[src/rtl/nco_pkg.sv]
// Shared definitions for the numerically controlled sine oscillator.
// Provides the quadrant encodings, the rounded-sine generator used to fill
// the quarter-wave table at elaboration, and a parameter legality check.
package nco_pkg;

    localparam logic [1:0] Q0 = 2'd0;
    localparam logic [1:0] Q1 = 2'd1;
    localparam logic [1:0] Q2 = 2'd2;
    localparam logic [1:0] Q3 = 2'd3;

    localparam real HALF_PI = 1.5707963267948966;

    // round(amp * sin(pi/2 * k / n4)), ties rounded away from zero
    function automatic int round_sin(input int amp, input int k, input int n4);
        real x;
        x = real'(amp) * $sin(HALF_PI * real'(k) / real'(n4));
        if (x >= 0.0) begin
            return $rtoi($floor(x + 0.5));
        end
        return -$rtoi($floor(-x + 0.5));
    endfunction

    // Table index must fit in the accumulator and the peak must fit signed OUT_W
    function automatic bit params_ok(input int phase_w, input int lut_aw,
                                     input int out_w, input int amp);
        if (lut_aw < 2 || lut_aw > phase_w) return 1'b0;
        if (out_w < 2 || out_w > 31) return 1'b0;
        if (amp < 1 || amp >= (1 << (out_w - 1))) return 1'b0;
        return 1'b1;
    endfunction

endpackage

[src/rtl/sine_quarter_rom.sv]
// Combinational full-cycle sine lookup built from a quarter-wave table.
// Ports:
//   idx   in  LUT_AW  phase index, 2^LUT_AW samples per cycle
//   value out OUT_W   signed sine sample for idx
module sine_quarter_rom
    import nco_pkg::*;
#(
    parameter int unsigned LUT_AW = 4,
    parameter int unsigned OUT_W  = 8,
    parameter int unsigned AMP    = 64
) (
    input  logic [LUT_AW-1:0]       idx,
    output logic signed [OUT_W-1:0] value
);

    localparam int unsigned N4    = 1 << (LUT_AW - 2);
    localparam int unsigned FW    = LUT_AW - 1;
    localparam int unsigned DEPTH = 1 << FW;

    logic signed [OUT_W-1:0] quarter [DEPTH];
    logic [1:0]              q;
    logic [FW-1:0]           r;
    logic [FW-1:0]           fold;
    logic                    neg;
    logic signed [OUT_W-1:0] mag;

    // Quarter table T[0..N4]; entries past N4 are never addressed
    for (genvar k = 0; k < DEPTH; k++) begin : g_table
        if (k <= N4) begin : g_used
            assign quarter[k] = OUT_W'(round_sin(int'(AMP), k, int'(N4)));
        end else begin : g_pad
            assign quarter[k] = '0;
        end
    end

    assign q = idx[LUT_AW-1 -: 2];

    if (LUT_AW > 2) begin : g_r
        assign r = FW'(idx[LUT_AW-3:0]);
    end else begin : g_r0
        assign r = '0;
    end

    // Odd quadrants read the table backwards, the lower half is negated
    always_comb begin
        fold = r;
        neg  = 1'b0;
        case (q)
            Q0: begin fold = r;             neg = 1'b0; end
            Q1: begin fold = FW'(N4) - r;   neg = 1'b0; end
            Q2: begin fold = r;             neg = 1'b1; end
            Q3: begin fold = FW'(N4) - r;   neg = 1'b1; end
            default: begin fold = r;        neg = 1'b0; end
        endcase
        mag   = quarter[fold];
        value = neg ? -mag : mag;
    end

endmodule

[src/rtl/nco_sine.sv]
// Numerically controlled sine oscillator: phase accumulator, phase offset,
// quarter-wave table lookup and a two-stage registered output with attenuation.
// Ports:
//   clk        in  1        rising-edge clock
//   rst        in  1        asynchronous active-high reset
//   en         in  1        advance accumulator and launch one sample
//   sync       in  1        synchronous accumulator clear
//   freq       in  PHASE_W  tuning word added per enabled cycle
//   phase_ofs  in  PHASE_W  phase offset applied before lookup
//   atten      in  3        arithmetic right shift of the sample
//   out        out OUT_W    signed sine sample
//   out_valid  out 1        out carries a new sample this cycle
//   wrap       out 1        accumulator overflowed on the previous edge
module nco_sine
    import nco_pkg::*;
#(
    parameter int unsigned PHASE_W = 8,
    parameter int unsigned LUT_AW  = 4,
    parameter int unsigned OUT_W   = 8,
    parameter int unsigned AMP     = 64
) (
    input  logic                    clk,
    input  logic                    rst,
    input  logic                    en,
    input  logic                    sync,
    input  logic [PHASE_W-1:0]      freq,
    input  logic [PHASE_W-1:0]      phase_ofs,
    input  logic [2:0]              atten,
    output logic signed [OUT_W-1:0] out,
    output logic                    out_valid,
    output logic                    wrap
);

    if (!params_ok(int'(PHASE_W), int'(LUT_AW), int'(OUT_W), int'(AMP))) begin : g_bad_params
        $error("nco_sine: illegal parameter combination");
    end

    logic [PHASE_W-1:0]      acc;
    logic [PHASE_W:0]        acc_sum;
    logic [PHASE_W-1:0]      phase;
    logic [LUT_AW-1:0]       idx_next;
    logic [LUT_AW-1:0]       idx;
    logic                    v1;
    logic signed [OUT_W-1:0] value;
    logic signed [OUT_W-1:0] scaled;

    // Extra MSB captures the carry-out that drives wrap
    assign acc_sum  = {1'b0, acc} + {1'b0, freq};
    assign phase    = acc + phase_ofs;
    assign idx_next = LUT_AW'(phase >> (PHASE_W - LUT_AW));

    // Phase accumulator; sync wins over en and never reports a wrap
    always_ff @(posedge clk or posedge rst) begin
        if (rst) begin
            acc  <= '0;
            wrap <= 1'b0;
        end else if (sync) begin
            acc  <= '0;
            wrap <= 1'b0;
        end else if (en) begin
            acc  <= acc_sum[PHASE_W-1:0];
            wrap <= acc_sum[PHASE_W];
        end else begin
            wrap <= 1'b0;
        end
    end

    // Stage 1: table index from the pre-update accumulator
    always_ff @(posedge clk or posedge rst) begin
        if (rst) begin
            idx <= '0;
            v1  <= 1'b0;
        end else begin
            idx <= idx_next;
            v1  <= en;
        end
    end

    sine_quarter_rom #(
        .LUT_AW (LUT_AW),
        .OUT_W  (OUT_W),
        .AMP    (AMP)
    ) u_rom (
        .idx   (idx),
        .value (value)
    );

    assign scaled = value >>> atten;

    // Stage 2: attenuated sample; out holds across invalid cycles
    always_ff @(posedge clk or posedge rst) begin
        if (rst) begin
            out       <= '0;
            out_valid <= 1'b0;
        end else begin
            if (v1) begin
                out <= scaled;
            end
            out_valid <= v1;
        end
    end

endmodule

[config.mk]
export PLATFORM = sky130hd
export DESIGN_NAME = nco_sine
export DESIGN_NICKNAME = d
export VERILOG_FILES = /design/src/rtl/nco_pkg.sv /design/src/rtl/sine_quarter_rom.sv /design/src/rtl/nco_sine.sv
export SDC_FILE = /design/constraint.sdc
export NUM_CORES = 1
export LEC_CHECK = 0
export CAP_MARGIN = 10
export CORE_MARGIN = 5
export CORE_UTILIZATION = 45
export CTS_CLUSTER_SIZE = 28
export DETAILED_ROUTE_END_ITERATION = 7
export GPL_TIMING_DRIVEN = 0
export PLACE_DENSITY = 0.7
export SLEW_MARGIN = 20
export SYNTH_ARGS = -nofsm -noshare
export SYNTH_HDL_FRONTEND = slang
export SYNTH_SLANG_ARGS = --single-unit
[constraint.sdc]
create_clock -name clk -period 3 [get_ports clk]
set_clock_uncertainty 0.05 [all_clocks]
set_input_delay 0.6 -clock clk [delete_from_list [all_inputs] [get_ports clk]]
set_output_delay 0.6 -clock clk [all_outputs]
set_load 0.005 [all_outputs]
==> metrics, run 1 <==
result of the run completed; root buffer selected by CTS sky130_fd_sc_hd__clkbuf_8; Die Outline Area ~5600 um2; initial antenna violation count 0; slowest stage cell, crit path sky130_fd_sc_hd__clkdlybuf4s50_1; Hold Vio Cnt, Final 0; ys async rst share 1.00; port bufs 32; first-pass GRT wire length around 6.7 mm; setup repair after global routing missed its margin false; worst path required time roughly 3100 ps; number of storage elements in the synthesis netlist 23; peak clock frequency supported by timing around 0.42 GHz; crit path DAT 2510 ps; fraction of the yosys area taken by sequential cells 0.307; type of the worst min-delay path register to register; EDFF count, synth 0; Worst-path clk slew roughly 90 ps; global-route usage over all layers 0.153; first-pass iteration count of the detailed router 4; number of unique standard cell types used by synthesis between 60 and 70; HPWL after DPL 3.14 mm; CTS Hold Buffers Added 0; maximum fanout encountered on the critical timing path 2; predominant post-synthesis flop cell sky130_fd_sc_hd__dfrtp_1; detail-routed via count per cell between 5 and 6; pin slew with the least headroom to its limit about 840 ps; global route overflow 0; average detailed-routed wire length per instance between 10 and 15 um; clock net sink count 23; post-CTS setup buffer count 0; highest cell delay on the worst timing path between 400 and 500 ps; Die Y 74.5 um; CP Launch Type primary input; number of synthesis warnings 0; setup-violating endpoint count in the final report 0; headroom to the max-slew limit 0.438; Placed Area between 2000 and 2500 um2; area of all placed cells without fillers 2300 um2; count of routing violations after the opening detailed-route iteration approximately 120; PostCTS Resize Cnt 0; Max-Cap Viols 0; final critical-path share of the clock period 0.791; overall die width 74.5 um; floorplan row count 23; insertion delay to the later sink of the worst-skew pair around 260 ps; remaining antenna violation count after routing 0; static leakage around 1 nW; post-synthesis instance area 1870 um2; Initial Utilization 0.465; synthesized instance count 203; CORE AREA 4030 um2; Final GP Congestion 0.913; kind of end point of the critical path register; Period minus WS final around 2400 ps; CTS buffer count 3; setup_tns 0 ps; Pins Over Slew Limit 0; maximum number of pins on one net before global-route repair 24; via total after detailed routing 1659; Peak supply drop 0.213 mV; Avg Synthesized Cell Area just over 9 um2; Max Root-Sink Buffers 2; number of global-route vias before repair between 1500 and 2000; total power per unit cell area ~600 nW/um2; remaining design rule violation count 0; TritonCTS clock tree built; synthesized net count about 240; share of layout cells above drive strength 1 0.0711; CP cell instances clkdlybuf4s50_1 -> ha_1 -> inv_1 -> fa_1 -> nor2b_1 -> o21a_1 -> nor3_1 -> or3b_1 -> a21oi_1; Total Wirelength about 4 mm; antenna fix cells 0; number of nets in the layout approximately 280; post-synthesis to final-layout area growth 22.9%; # H-tree levels 1; FILL cells between 300 and 400; I/O Pins 33; worst setup path category primary input to register
layout by cell type, fill, tap and decap left out, drive strengths merged, types with 3 or more instances in the layout:
cell	n
a211oi	3
a21oi	9
and2	5
buf	4
clkbuf	7
clkdlybuf4s50	32
dfrtp	23
ha	17
inv	14
mux2	3
mux2i	4
nand2	3
nand2b	6
nor2	21
nor2b	4
nor3	5
nor3b	3
o211ai	3
o21a	6
o21ai	17
o221ai	3
o31ai	3
xnor2	3
xor2	3
cell usage after synthesis, types with 4 or more instances:
cell type	n	share of area
sky130_fd_sc_hd__and2_1	5	0.017
sky130_fd_sc_hd__clkbuf_1	4	0.0080
sky130_fd_sc_hd__nor2_1	21	0.042
sky130_fd_sc_hd__nor2b_1	4	0.013
sky130_fd_sc_hd__nand2b_1	6	0.020
sky130_fd_sc_hd__mux2i_1	4	0.021
sky130_fd_sc_hd__o21ai_0	7	0.019
sky130_fd_sc_hd__nor3_1	5	0.013
sky130_fd_sc_hd__ha_1	17	0.11
sky130_fd_sc_hd__inv_1	14	0.028
sky130_fd_sc_hd__o21a_1	6	0.024
sky130_fd_sc_hd__dfrtp_1	23	0.31
sky130_fd_sc_hd__o21ai_1	10	0.027
sky130_fd_sc_hd__a21oi_1	9	0.024
critical path: cells and delay by family:
kind / cells / cell delay [ps]
simple gates: 3 / 540
buf+inv: 2 / 510
fa+ha+maj: 2 / 550
compound gates: 2 / 300
kinds of logic (layout without fill, tap and decap cells):
logic type	count (synthesis)	in the layout	synth area share
XOR/XNOR	6	6	0.0280
multiplexers	8	8	0.0534
AO/OA/AOI/OAI	66	66	0.256
flip-flops	23	23	0.307
AND/OR/NAND/NOR	60	60	0.179
adder cells (fa/ha/maj)	18	18	0.124
buffers and inverters	22	58	0.0527
cell type report:
cell class / count / area (um2) / share of cell area
buffer: 8 / 46.3 / 0.0201
clock buffer: 3 / 41.3 / 0.0179
clock inverter: 1 / 5.00 / 0.00217
inverter: 14 / 52.6 / 0.0228
multi-input combinational: 158 / 1200 / 0.521
sequential: 23 / 576 / 0.250
tap: 50 / 62.6 / 0.0272
timing repair buffer: 32 / 320 / 0.139
stage by stage:
step                      cells  utilization  hold WS [ps]  setup WS, ps  total power [W]
after global placement      285        0.560           374           410          0.00118
final                       289        0.572           404           627          0.00137
after CTS                   289        0.572           403           628          0.00138
after detailed placement    285        0.560           384           373          0.00119
after floorplan             203            -           343           943         0.000951
after global routing        289        0.572           422           487          0.00149
where the power goes:
part / internal (W) / leakage (nW) / switching, W
Sequential: 0.000384 / 0.286 / 0.0000569
Combinational: 0.000380 / 0.692 / 0.000361
Clock: 0.0000926 / 0.0255 / 0.000101
worst paths after layout:
kind	startpoint	to	slack (ps)	cells after the start
min reg2reg	v1$_DFF_PP0_	out_valid$_DFF_PP0_	400	0
max in group asynchronous	rst	idx[3]$_DFF_PP0_	1620	2
min	v1$_DFF_PP0_	out_valid$_DFF_PP0_	400	0
max	freq[0]	acc[4]$_DFFE_PP0P_	630	9
max reg2reg	idx[1]$_DFF_PP0_	out[0]$_DFFE_PP0P_	840	7
min in group asynchronous	rst	acc[7]$_DFFE_PP0P_	750	2
sequential cells by signal, summed over array words and instances (netlist names):
name	cells
out_valid	1
out	8
idx	4
wrap	1
v1	1
acc	8
metal layers:
layer | global-route usage | wire, um
met2 | 0.266 | 1980
met1 | 0.183 | 1670
met4 | 0.0771 | 82
met5 | 0 | 0
met3 | 0.0203 | 242
Power figures use the tool's default switching activity.
==> run 2, diff against run 1 <==
clock period = 2.24 ns   (was 3 ns; I/O delays follow)
==> metrics, run 2 (synthesis gave the netlist of run 1 again) <==
result of the run completed; first-pass iteration count of the detailed router 4; via total after detailed routing approximately 1700; remaining antenna violation count after routing 0; crit path DAT roughly 2300 ps; maximum fanout encountered on the critical timing path 4; root buffer selected by CTS sky130_fd_sc_hd__clkbuf_8; number of global-route vias before repair 1636; I/O Pins 33; CTS Hold Buffers Added 0; detail-routed via count per cell between 5 and 6; overall die width between 70 and 80 um; post-synthesis to final-layout area growth 25.0%; launch point of the critical path freq[2]; # H-tree levels 1; floorplan row count 23; Pins Over Slew Limit 0; average detailed-routed wire length per instance roughly 14 um; final critical-path share of the clock period 0.980; maximum number of pins on one net before global-route repair 24; Placed Area between 2000 and 2500 um2; Final GP Congestion 0.913; worst setup path category primary input to register; Period minus WS final between 2000 and 2500 ps; worst path required time about 2300 ps; Worst-path clk slew approximately 90 ps; total power per unit cell area 794 nW/um2; Max Root-Sink Buffers 2; remaining design rule violation count 0; initial antenna violation count 0; Max-Cap Viols 0; port bufs 32; kind of end point of the critical path register; global route overflow 0; static leakage approximately 1 nW; Total Wirelength 4.01 mm; reg2reg start idx[1]$_DFF_PP0_; clock net sink count 23; type of the worst min-delay path register to register; commonest non-fill, non-tap cell in the layout sky130_fd_sc_hd__clkdlybuf4s50_1; number of nets in the layout roughly 280; first-pass GRT wire length 6.73 mm; worst reg2reg endpoint out[0]$_DFFE_PP0P_; worst reg-to-reg path cell count 7; capturing instance or port of the critical path wrap$_DFF_PP0_; pin slew with the least headroom to its limit about 840 ps; registers with the highest flip-flop counts acc: 8 flops, out: 8 flops, idx: 4 flops; area of all placed cells without fillers 2340 um2; setup-violating endpoint count in the final report 0; power after layout ~0.0019 W; CTS buffer count 3; antenna fix cells 0; CORE AREA just over 4000 um2; insertion delay to the later sink of the worst-skew pair approximately 260 ps; global-route usage over all layers 0.153; end-of-flow core utilization 0.582; TritonCTS clock tree built; Initial Utilization 0.465; count of routing violations after the opening detailed-route iteration roughly 110; Hold Vio Cnt, Final 0; Die Outline Area 5560 um2; setup repair after global routing missed its margin true; CP Launch Type primary input; share of layout cells above drive strength 1 0.112; HPWL after DPL around 3.1 mm; Die Y approximately 75 um; most frequent cells in the layout 31 x sky130_fd_sc_hd__clkdlybuf4s50_1, 22 x sky130_fd_sc_hd__dfrtp_1, 21 x sky130_fd_sc_hd__nor2_1; headroom to the max-slew limit 0.437; Peak supply drop 0.287 mV; Worst Hold Margin 405 ps; internal reg-to-reg setup slack about 110 ps; peak clock frequency supported by timing about 0.46 GHz
==> run 2: cell types whose count changed in the layout (fill, tap and decap cells not counted), sizes merged <==
cell | previous run | this run
dlymetal6s2s | 0 | 1
clkdlybuf4s50 | 32 | 31
buf | 4 | 6
==> run 2: worst min path at each step <==
stage,startpoint,end,slack (ps),cells after the start
after detailed placement,v1$_DFF_PP0_,out_valid$_DFF_PP0_,380,0
after floorplan,v1$_DFF_PP0_,out_valid$_DFF_PP0_,340,0
after global placement,v1$_DFF_PP0_,out_valid$_DFF_PP0_,370,0
final,v1$_DFF_PP0_,out_valid$_DFF_PP0_,410,0
after CTS,v1$_DFF_PP0_,out_valid$_DFF_PP0_,400,0
after global routing,v1$_DFF_PP0_,out_valid$_DFF_PP0_,420,0
==> run 2: layout make-up <==
type / instances / area [um2]
Buffer: 8 / 46.3
Clock buffer: 3 / 41.3
Clock inverter: 1 / 5.00
Fill cell: 360 / 1690
Inverter: 14 / 52.6
Multi-Input combinational cell: 158 / 1220
Sequential cell: 23 / 577
Tap cell: 50 / 62.6
Timing Repair Buffer: 34 / 338
==> run 2: per-layer routing <==
metal	GRT usage	vias up	share of wire
li1	-	833	-
met1	0.183	802	0.42
met2	0.266	46	0.50
met3	0.0203	6	0.053
met4	0.0771	0	0.021
met5	0	-	0
==> run 2: timing repair <==
| action | in CTS | in global routing |
|---|---|---|
| gates resized for setup | 0 | 9 |
| endpoints found under the hold margin | 0 | 0 |
| setup endpoints to repair | 0 | 4 |
| buffers inserted | 0 | 2 |
==> run 2: worst max-delay path, stage by stage <==
cell and delay, ps:
sky130_fd_sc_hd__clkdlybuf4s50_1 400, sky130_fd_sc_hd__ha_1 350, sky130_fd_sc_hd__nor2b_1 160, sky130_fd_sc_hd__o21a_1 210, sky130_fd_sc_hd__o21a_1 230, sky130_fd_sc_hd__buf_4 140
sky130_fd_sc_hd__o31ai_1 250, sky130_fd_sc_hd__a21oi_1 110
==> run 2: power by group <==
group	internal [W]	switching, W	leakage [nW]
logic	0.000518	0.000495	0.714
registers	0.000515	0.0000777	0.286
clock network	0.000124	0.000132	0.0255
total	0.00116	0.000704	1.02
==> run 2: stage by stage <==
step	setup slack, ps	TNS [ps]	cells
after detailed placement	-235	-572	285
after global routing	-3.26	-3.26	291
after global placement	-198	-474	285
after floorplan	277	0	203
final	44.7	0	291
after CTS	20.2	0	289
